$ cat src/rtl/display_pkg.sv
`default_nettype none
// ============================================================================
//  Module      : display_pkg
//  Description : Shared types and active-low segment codes for the
//                four-digit seven-segment scan driver.
//  Revision    : 1.0 - initial release
// ============================================================================
package display_pkg;

    // Slot phase: anodes off (ghosting guard) or driving the current digit
    typedef enum logic [0:0] {
        BLANK = 1'b0,
        DRIVE = 1'b1
    } scan_state_t;

    typedef logic [1:0] digit_idx_t;

    // Segment codes are {g,f,e,d,c,b,a}, active-low
    localparam logic [6:0] SEG_BLANK = 7'b1111111;
    localparam logic [6:0] SEG_E     = 7'b0000110;

    // Hex glyph table, index 15 leftmost
    localparam logic [15:0][6:0] SEG_HEX = {
        7'b0001110,  // F
        7'b0000110,  // E
        7'b0100001,  // d
        7'b1000110,  // C
        7'b0000011,  // b
        7'b0001000,  // A
        7'b0010000,  // 9
        7'b0000000,  // 8
        7'b1111000,  // 7
        7'b0000010,  // 6
        7'b0010010,  // 5
        7'b0011001,  // 4
        7'b0110000,  // 3
        7'b0100100,  // 2
        7'b1111001,  // 1
        7'b1000000   // 0
    };

    localparam logic [3:0] ANODE_OFF = 4'b1111;

endpackage
`default_nettype wire

$ cat src/rtl/module_hex_to_7seg.sv
`default_nettype none
// ============================================================================
//  Module      : module_hex_to_7seg
//  Description : Combinational 4-bit value to active-low seven-segment code
//                ({g,f,e,d,c,b,a}).
//  Revision    : 1.0 - initial release
// ============================================================================
module module_hex_to_7seg
    import display_pkg::*;
(
    input  logic [3:0] value,
    output logic [6:0] seg
);

    assign seg = SEG_HEX[value];

endmodule
`default_nettype wire

$ cat src/rtl/module_display_scan.sv
`default_nettype none
// ============================================================================
//  Module      : module_display_scan
//  Description : Time-multiplexed four-digit common-anode seven-segment driver
//                for the Hamming(7,4) correction result. Captures the data
//                nibble and syndrome on load_i and scans:
//                  digit0 = hex data, digit1 = syndrome, digit2 = 'E' on
//                  error, digit3 = blank.
//                Optional macro DISPLAY_BLINK_EN blinks the digit2 'E'.
//  Revision    : 1.0 - initial release
// ============================================================================
module module_display_scan
    import display_pkg::*;
#(
    parameter int REFRESH_DIV = 27000,
    parameter int BLANK_CYC   = 16,
    parameter int BLINK_SLOTS = 256
) (
    input  logic       clk,
    input  logic       rst,
    input  logic [3:0] dato_i,
    input  logic [2:0] sindrome_i,
    input  logic       load_i,
    output logic [3:0] anodo_o,
    output logic [6:0] siete_seg_o,
    output logic       dp_o,
    output logic       error_o
);

    localparam int                 PRESC_W      = $clog2(REFRESH_DIV);
    localparam logic [PRESC_W-1:0] C_PRESC_LAST = PRESC_W'(REFRESH_DIV - 1);
    localparam logic [PRESC_W-1:0] C_BLANK_END  = PRESC_W'(BLANK_CYC);

    // Reject parameter sets that would break the slot timing
    if ((REFRESH_DIV < 4) || (BLANK_CYC >= REFRESH_DIV) || (BLANK_CYC < 0) ||
        (BLINK_SLOTS < 1)) begin : g_param_check
        $error("module_display_scan: illegal parameter combination");
    end

    logic [PRESC_W-1:0] r_presc;
    logic [PRESC_W-1:0] w_presc_next;
    logic               w_presc_wrap;
    digit_idx_t         r_digit;
    scan_state_t        r_state;
    scan_state_t        w_state_next;
    logic [3:0]         r_dato;
    logic [2:0]         r_sind;
    logic [3:0]         w_digit_val;
    logic [6:0]         w_seg_hex;
    logic [6:0]         w_seg_code;
    logic               w_e_on;

    assign w_presc_wrap = (r_presc == C_PRESC_LAST);
    assign w_presc_next = w_presc_wrap ? '0 : r_presc + 1'b1;

    // Free-running prescaler and digit index; the digit advances on slot wrap
    always_ff @(posedge clk) begin
        if (rst) begin
            r_presc <= '0;
            r_digit <= '0;
        end else begin
            r_presc <= w_presc_next;
            if (w_presc_wrap) begin
                r_digit <= r_digit + 1'b1;
            end
        end
    end

    // Slot state register
    always_ff @(posedge clk) begin
        if (rst) begin
            r_state <= BLANK;
        end else begin
            r_state <= w_state_next;
        end
    end

    // Next slot state: kept aligned with the prescaler value it describes
    always_comb begin
        w_state_next = r_state;
        case (r_state)
            BLANK: begin
                if (w_presc_next == C_BLANK_END) begin
                    w_state_next = DRIVE;
                end
            end
            DRIVE: begin
                // With no guard interval the slot never leaves DRIVE
                if (w_presc_wrap && (BLANK_CYC != 0)) begin
                    w_state_next = BLANK;
                end
            end
            default: w_state_next = BLANK;
        endcase
    end

    // Holding registers for the corrected nibble and syndrome, plus error flag
    always_ff @(posedge clk) begin
        if (rst) begin
            r_dato  <= '0;
            r_sind  <= '0;
            error_o <= 1'b0;
        end else if (load_i) begin
            r_dato  <= dato_i;
            r_sind  <= sindrome_i;
            error_o <= (sindrome_i != 3'd0);
        end
    end

`ifdef DISPLAY_BLINK_EN
    localparam int               BLINK_W      = (BLINK_SLOTS > 1) ? $clog2(BLINK_SLOTS) : 1;
    localparam logic [BLINK_W-1:0] C_BLINK_LAST = BLINK_W'(BLINK_SLOTS - 1);

    logic [BLINK_W-1:0] r_blink_cnt;
    logic               r_blink_off;

    // Blink phase advances once per complete scan so every digit2 visit in a
    // half-period looks the same; phase starts "on" after reset
    always_ff @(posedge clk) begin
        if (rst) begin
            r_blink_cnt <= '0;
            r_blink_off <= 1'b0;
        end else if (w_presc_wrap && (r_digit == 2'd3)) begin
            if (r_blink_cnt == C_BLINK_LAST) begin
                r_blink_cnt <= '0;
                r_blink_off <= ~r_blink_off;
            end else begin
                r_blink_cnt <= r_blink_cnt + 1'b1;
            end
        end
    end

    assign w_e_on = ~r_blink_off;
`else
    assign w_e_on = 1'b1;
`endif

    // Value fed to the single hex encoder: syndrome on digit1, data otherwise
    always_comb begin
        w_digit_val = r_dato;
        if (r_digit == 2'd1) begin
            w_digit_val = {1'b0, r_sind};
        end
    end

    module_hex_to_7seg u_hex_to_7seg (
        .value (w_digit_val),
        .seg   (w_seg_hex)
    );

    // Glyph for the current digit, including the error marker and blank digit
    always_comb begin
        w_seg_code = w_seg_hex;
        case (r_digit)
            2'd2:    w_seg_code = ((r_sind != 3'd0) && w_e_on) ? SEG_E : SEG_BLANK;
            2'd3:    w_seg_code = SEG_BLANK;
            default: w_seg_code = w_seg_hex;
        endcase
    end

    // Registered display outputs: one cycle behind the prescaler/state
    always_ff @(posedge clk) begin
        if (rst) begin
            anodo_o     <= ANODE_OFF;
            siete_seg_o <= SEG_BLANK;
            dp_o        <= 1'b1;
        end else begin
            dp_o <= 1'b1;
            if (r_state == DRIVE) begin
                anodo_o     <= ~(4'b0001 << r_digit);
                siete_seg_o <= w_seg_code;
            end else begin
                anodo_o     <= ANODE_OFF;
                siete_seg_o <= SEG_BLANK;
            end
        end
    end

endmodule
`default_nettype wire
$ cat config.mk
export PLATFORM = sky130hd
export DESIGN_NAME = module_display_scan
export DESIGN_NICKNAME = d
export VERILOG_FILES = /design/src/rtl/display_pkg.sv /design/src/rtl/module_hex_to_7seg.sv /design/src/rtl/module_display_scan.sv
export SDC_FILE = /design/constraint.sdc
export NUM_CORES = 1
export LEC_CHECK = 0
export BUFFER_PORTS_ARGS = -buffer_cell sky130_fd_sc_hd__clkbuf_2
export CAP_MARGIN = 10
export CORE_MARGIN = 1
export CORE_UTILIZATION = 57
export DETAILED_ROUTE_END_ITERATION = 10
export PLACE_DENSITY = 0.84
export SLEW_MARGIN = 20
export SYNTH_ARGS = -nofsm -noshare
export SYNTH_HDL_FRONTEND = slang
export SYNTH_SLANG_ARGS = --single-unit
$ cat constraint.sdc
create_clock -name clk -period 2.75 [get_ports clk]
set_input_delay 0.275 -clock clk [delete_from_list [all_inputs] [get_ports clk]]
set_output_delay 0.275 -clock clk [all_outputs]
set_load 0.005 [all_outputs]
* Word level (Yosys, flattened, before mapping)
Memories as Yosys holds them, arrays and structs flattened.
Index checks and enable logic that the tools add are counted.
** Storage, ports and cells
- Bits in read-only memories :: 112
- Bits of input ports :: 10
- Memories :: 1
- Logic and storage cells :: 31
- Register bits after elaboration :: 37
** Cells by class
- Equal/unequal tests :: 5
- Add/sub/neg operators :: 2
- Order comparisons :: 1
- Mux-type cells :: 8
- Bitwise gates (word level) :: 2
- Reductions and logical operators :: 3
- Shifts and indexed selects :: 1
** Memory list
- (name not given) :: depth 16, bits a word 7, read ports 1, clocked after Yosys merged registers in 0, write ports 0, RTL line module_hex_to_7seg.sv:15 : assign seg = SEG_HEX[value];
** Operator list (number)
- $add A15 B1 Y15 const B :: 1
- $eq A15 B15 Y1 const B :: 1
- $eq A15 B5 Y1 const B :: 1
- $mux W15 :: 1
- $mux W7 :: 2
- $pmux W7 S2 :: 1
- $reduce_bool A3 Y1 :: 2
- $lt A4 B5 Y1 const B :: 1
- $eq A2 B2 Y1 const B :: 2
- $mux W4 :: 1
- $not A4 Y4 :: 1
- $shl A1 B2 Y4 const A :: 1
- $add A2 B1 Y2 const B :: 1
- $eq A2 B1 Y1 const B :: 1
- $mux W1 :: 2
- $pmux W1 S2 :: 1
- $reduce_or A2 Y1 :: 1
- $not A1 Y1 :: 1

* Longest topological paths before layout
- Depth in word-level cells :: 5
- Gate-level depth with buffers :: 10
- Depth with buffers taken out :: 9

* Hierarchy
From an unflattened synthesis, not the netlist that was laid out.
** Unflattened totals
- Cells, all modules :: 213
- Area total of the unflattened synthesis :: 1979.4 um^2
** Modules (own cells, without submodules)
- module_display_scan :: cells an instance 181, instances 1, area each 1704.1 um^2
- module_hex_to_7seg :: cells an instance 32, instances 1, area each 275.3 um^2

* Worst setup path after synthesis
No wires, ideal clock.
- Kind :: flip-flop to flip-flop
- From :: reg r_digit[1]
- To :: reg siete_seg_o[0]
- Path buffers :: 1
- Arrival :: 1.957 ns
- Setup slack :: 0.652 ns
- Stages on the path, launching flop included :: 10
- Cells stage by stage :: dfxtp_1 -> inv_1 -> ha_1 -> clkbuf_1 -> mux2i_1 -> inv_1 -> ha_1 -> a21oi_1 -> a21boi_0 -> o41ai_1
** Between the ends
- Word-level cells in the longest chain between the ends :: 5
** RTL lines
- start: declaration :: RTL line module_display_scan.sv:43 : digit_idx_t r_digit;
- start signal: assignment :: RTL line module_display_scan.sv:64 : r_digit <= r_digit + 1'b1;
- $eq A2 B1 Y1 :: RTL line module_display_scan.sv:141 : if (r_digit == 2'd1) begin
- $mux W4 :: RTL line module_display_scan.sv:141
- $mem_v2 Z16 W7
- $mux W7 (implied by the code) :: RTL line module_hex_to_7seg.sv:15
- $pmux W7 S2 * :: RTL line module_display_scan.sv:154 : case (r_digit)
- end signal: assignment :: RTL line module_display_scan.sv:171 : siete_seg_o <= w_seg_code;
- end: declaration :: RTL line module_display_scan.sv:25 : output logic [6:0] siete_seg_o,
Every way passes the cells marked *; elsewhere a longest branch is shown, timed or not. The select of a mux whose other input is x is not followed.
A chain may end at the register's enable or synchronous reset.

* Final worst setup path
- From :: reg r_presc[0]
- To :: reg r_state
** Between the ends
- Word-level cells in the longest chain between the ends :: 5
** RTL lines
- start: declaration :: RTL line module_display_scan.sv:40 : logic [PRESC_W-1:0] r_presc;
- start signal: assignment :: RTL line module_display_scan.sv:62 : r_presc <= w_presc_next;
- $add A15 B1 Y15 / $eq A15 B15 Y1 (equally long branches) :: RTL line module_display_scan.sv:54, module_display_scan.sv:53
- $mux W15 :: RTL line module_display_scan.sv:54 : assign w_presc_next = w_presc_wrap ? '0 : r_presc + 1'b1;
- $eq A15 B5 Y1 :: RTL line module_display_scan.sv:83 : if (w_presc_next == C_BLANK_END) begin
- $mux W1 :: RTL line module_display_scan.sv:83
- $pmux W1 S2 * :: RTL line module_display_scan.sv:81 : case (r_state)
- end signal: assignment :: RTL line module_display_scan.sv:74 : r_state <= w_state_next;
- end: declaration :: RTL line module_display_scan.sv:44 : scan_state_t r_state;
Every way passes the cells marked *; elsewhere a longest branch is shown, timed or not.

==> impl_metrics.py <==
metrics = {
    "run_status": {
        "outcome": "finished clean",
    },
    "clocking": {
        "cts.sinks": 37,
        "path_clk_slew_ns": 0.12,
        "tritoncts": "done",
        "postCtsSetupRepairBufs": 0,
        "clock_latency_ns": 0.35,
        "cts_resized": 0,
        "cts-root-buf": "clkbuf_4",
        "postCtsHoldBufs": 0,
        "numCtsBuffers": 5,
        "clockBufferDepth": 2,
        "cts-htree-levels": 2,
    },
    "route": {
        "postRouteAntennaNets": 0,
        "vias_per_cell": 5.59,
        "drtPass1Iterations": 4,
        "remaining_drc_errors": 0,
        "drt_wl_total_mm": 3.64,
        "vias": 1572,
        "wl_per_cell_um": 12.9,
        "drtIter0Drc": 85,
    },
    "sta": {
        "finalSetupTns_ns": 0,
        "max-slew-margin-rel_pct": 61.1,
        "fmax_mhz": 431,
        "tightest_slew_ns": 0.567,
        "hold_violations": 0,
        "rsz0062_at_grt": "false",
        "setup_viol": 0,
        "maxSlewViolCount": 0,
        "finalCriticalPeriod_ns": 2.32,
        "post-route-period-util_pct": 84.3,
        "skew_ns": 0.0120,
    },
    "pwr": {
        "irDropWorstVdd_mv": 0.366,
        "leakagePower_nw": 0.808,
        "combPwrFrac_pct": 8.2,
        "pwr-share-clk_pct": 30.8,
        "swShare_pct": 26.3,
        "p_int_uw": 675,
        "power_uw": 916,
        "p_sw_uw": 241,
        "power_density_nw_per_um2": 435,
        "sequentialPowerShare_pct": 61.0,
    },
    "grt": {
        "antenna_found_initial": 0,
        "overflow": 0,
        "grt_pass1_vias": 1341,
        "grt_max_degree": 16,
        "gr-usage-all-layers_pct": 20.9,
        "grt_pass1_wl_mm": 5.77,
    },
    "synthesis": {
        "synth-edff-count": 0,
        "yosysTopAreaCell": "dfxtp_1",
        "yosysSeqAreaShare_pct": 37.8,
        "synth-main-ff-cell": "dfxtp_1",
        "synth_most_common_cell": "dfxtp_1",
        "avgSynthCellArea_um2": 8.83,
        "yosys_warnings": 0,
        "syn_area_um2": 1960,
        "syn_inst": 222,
        "synth_cell_types": 50,
        "synth_seq_cells": 37,
        "synth_top_area_share_pct": 37.8,
        "synthTopCellsByCount": "dfxtp_1 (37), nor2_1 (31), nand2_1 (22)",
        "ys_top_cells_by_area": "dfxtp_1 (38%), ha_1 (7.0%), nor2_1 (5.9%)",
        "synth-async-reset-ratio_pct": 0,
        "synth_fp_nets": 243,
    },
    "layout": {
        "area_growth_pct": 7.47,
        "layout-drive-gt1-share_pct": 17.3,
        "insertedDiodeCount": 0,
        "post-route-util_pct": 66.8,
        "fin_nets": 257,
    },
    "hold_path": {
        "min_to": "r_dato[3]$_SDFFE_PP0P_",
        "hold_depth": 3,
        "hp-start": "dato_i[3]",
        "hp-class": "input pin to register",
    },
    "critical_path": {
        "worstReg2RegEnd": "r_state$_SDFF_PP0_",
        "arrival_ns": 2.61,
        "r2r_start": "r_presc[0]$_SDFF_PP0_",
        "cp_data_required_time_ns": 3.04,
        "worstSetupEndpointType": "register",
        "crit_fanout": 7,
        "path_class": "register to register",
        "crit_path_start_kind": "register",
        "r2r_cells": 7,
        "regToRegSetupSlack_ns": 0.43,
    },
    "floorplan": {
        "core-area_um2": 3150,
        "rows": 20,
        "initial_core_util_pct": 62.2,
        "io_pins": 23,
        "die_h_um": 60.7,
        "die_w_um": 60.7,
        "dieArea_um2": 3680,
    },
    "placement": {
        "hpwl_mm": 2.63,
        "place.gp.congestion": 0.900,
        "io_buffer_count": 21,
    },
    "flow_run": {
        "max_cap_violations": 0,
    },
}
[registers in the layout (all words and copies together) (netlist names)]
signal,count
r_dato,4
siete_seg_o,7
r_sind,3
anodo_o,4
r_presc,15
r_state,1
r_digit,2
error_o,1
[layout make-up]
cell class	count	area, µm²
inverter	6	22.5
multi-input combinational	164	1120
fill	268	1050
timing repair buffer	22	113
tap	44	55.1
sequential	37	741
clock inverter	3	17.5
clock buffer	5	37.5
[metrics by stage]
stage          area, µm²  cells  worst slack, ns  hold slack (ns)
4_1_cts             2110    281            0.450            0.154
6_report            2110    281            0.432            0.161
3_3_place_gp        2050    273            0.545            0.476
5_1_grt             2110    281            0.296            0.157
3_5_place_dp        2050    273            0.466            0.491
2_1_floorplan       1960    222            0.652            0.348
[placed cells by master (no fill, tap or decap), types with 3 or more instances in the layout]
cell       n
dfxtp_1   37
nor2_1    31
nand2_1   22
clkbuf_2  21
mux2i_1   11
xnor2_1   11
ha_1      11
nor3_1     7
inv_1      6
o21ai_0    6
a21oi_1    5
clkbuf_4   5
nand3_1    4
nand4_1    4
mux2_2     3
nand2b_1   3
xor2_1     3
[kinds of logic after synthesis]
logic type | synth area share, %
AND/OR/NAND/NOR | 25.2
flip-flops | 37.8
AO/OA/AOI/OAI | 11.2
buffers and inverters | 5.04
XOR/XNOR | 6.25
multiplexers | 7.34
adder cells (fa/ha/maj) | 7.02
other | 0.191
[worst max-delay path by stage]
| stage | end | depth (start not counted) | from |
|---|---|---|---|
| 6_report | r_state$_SDFF_PP0_ | 7 | r_presc[0]$_SDFF_PP0_ |
| 5_1_grt | r_state$_SDFF_PP0_ | 7 | r_presc[0]$_SDFF_PP0_ |
| 4_1_cts | r_state$_SDFF_PP0_ | 7 | r_presc[0]$_SDFF_PP0_ |
| 3_5_place_dp | r_state$_SDFF_PP0_ | 7 | r_presc[0]$_SDFF_PP0_ |
| 3_3_place_gp | r_state$_SDFF_PP0_ | 7 | r_presc[0]$_SDFF_PP0_ |
| 2_1_floorplan | siete_seg_o[0]$_SDFF_PP1_ | 9 | r_digit[1]$_SDFFE_PP0N_ |
[per-layer routing]
layer  global-route usage, %  share of wire [%]  vias to the layer above
li1                        -                  -                      801
met1                    28.8                 50                      706
met2                    31.2                 44                       63
met3                    5.54                5.9                        2
met4                    7.79               0.39                        0
met5                       0                  0                        -
[worst max-delay path: stages (launching register included)]
cell and delay (ns):
dfxtp_1 0.45, ha_1 0.34, nand3_2 0.17, or3_1 0.44, a221oi_2 0.29, nand4b_1 0.11
or4_1 0.39, o21ai_1 0.08
[power by group through the flow]
stage / Clock [mW] / Sequential, mW / Combinational [mW]
6_report: 0.282 / 0.559 / 0.0750
5_1_grt: 0.308 / 0.561 / 0.0837
4_1_cts: 0.285 / 0.559 / 0.0746
3_5_place_dp: 0 / 0.571 / 0.0742
3_3_place_gp: 0 / 0.570 / 0.0728
2_1_floorplan: 0 / 0.566 / 0.0594
No activity file was read; power rests on OpenSTA's default activity.
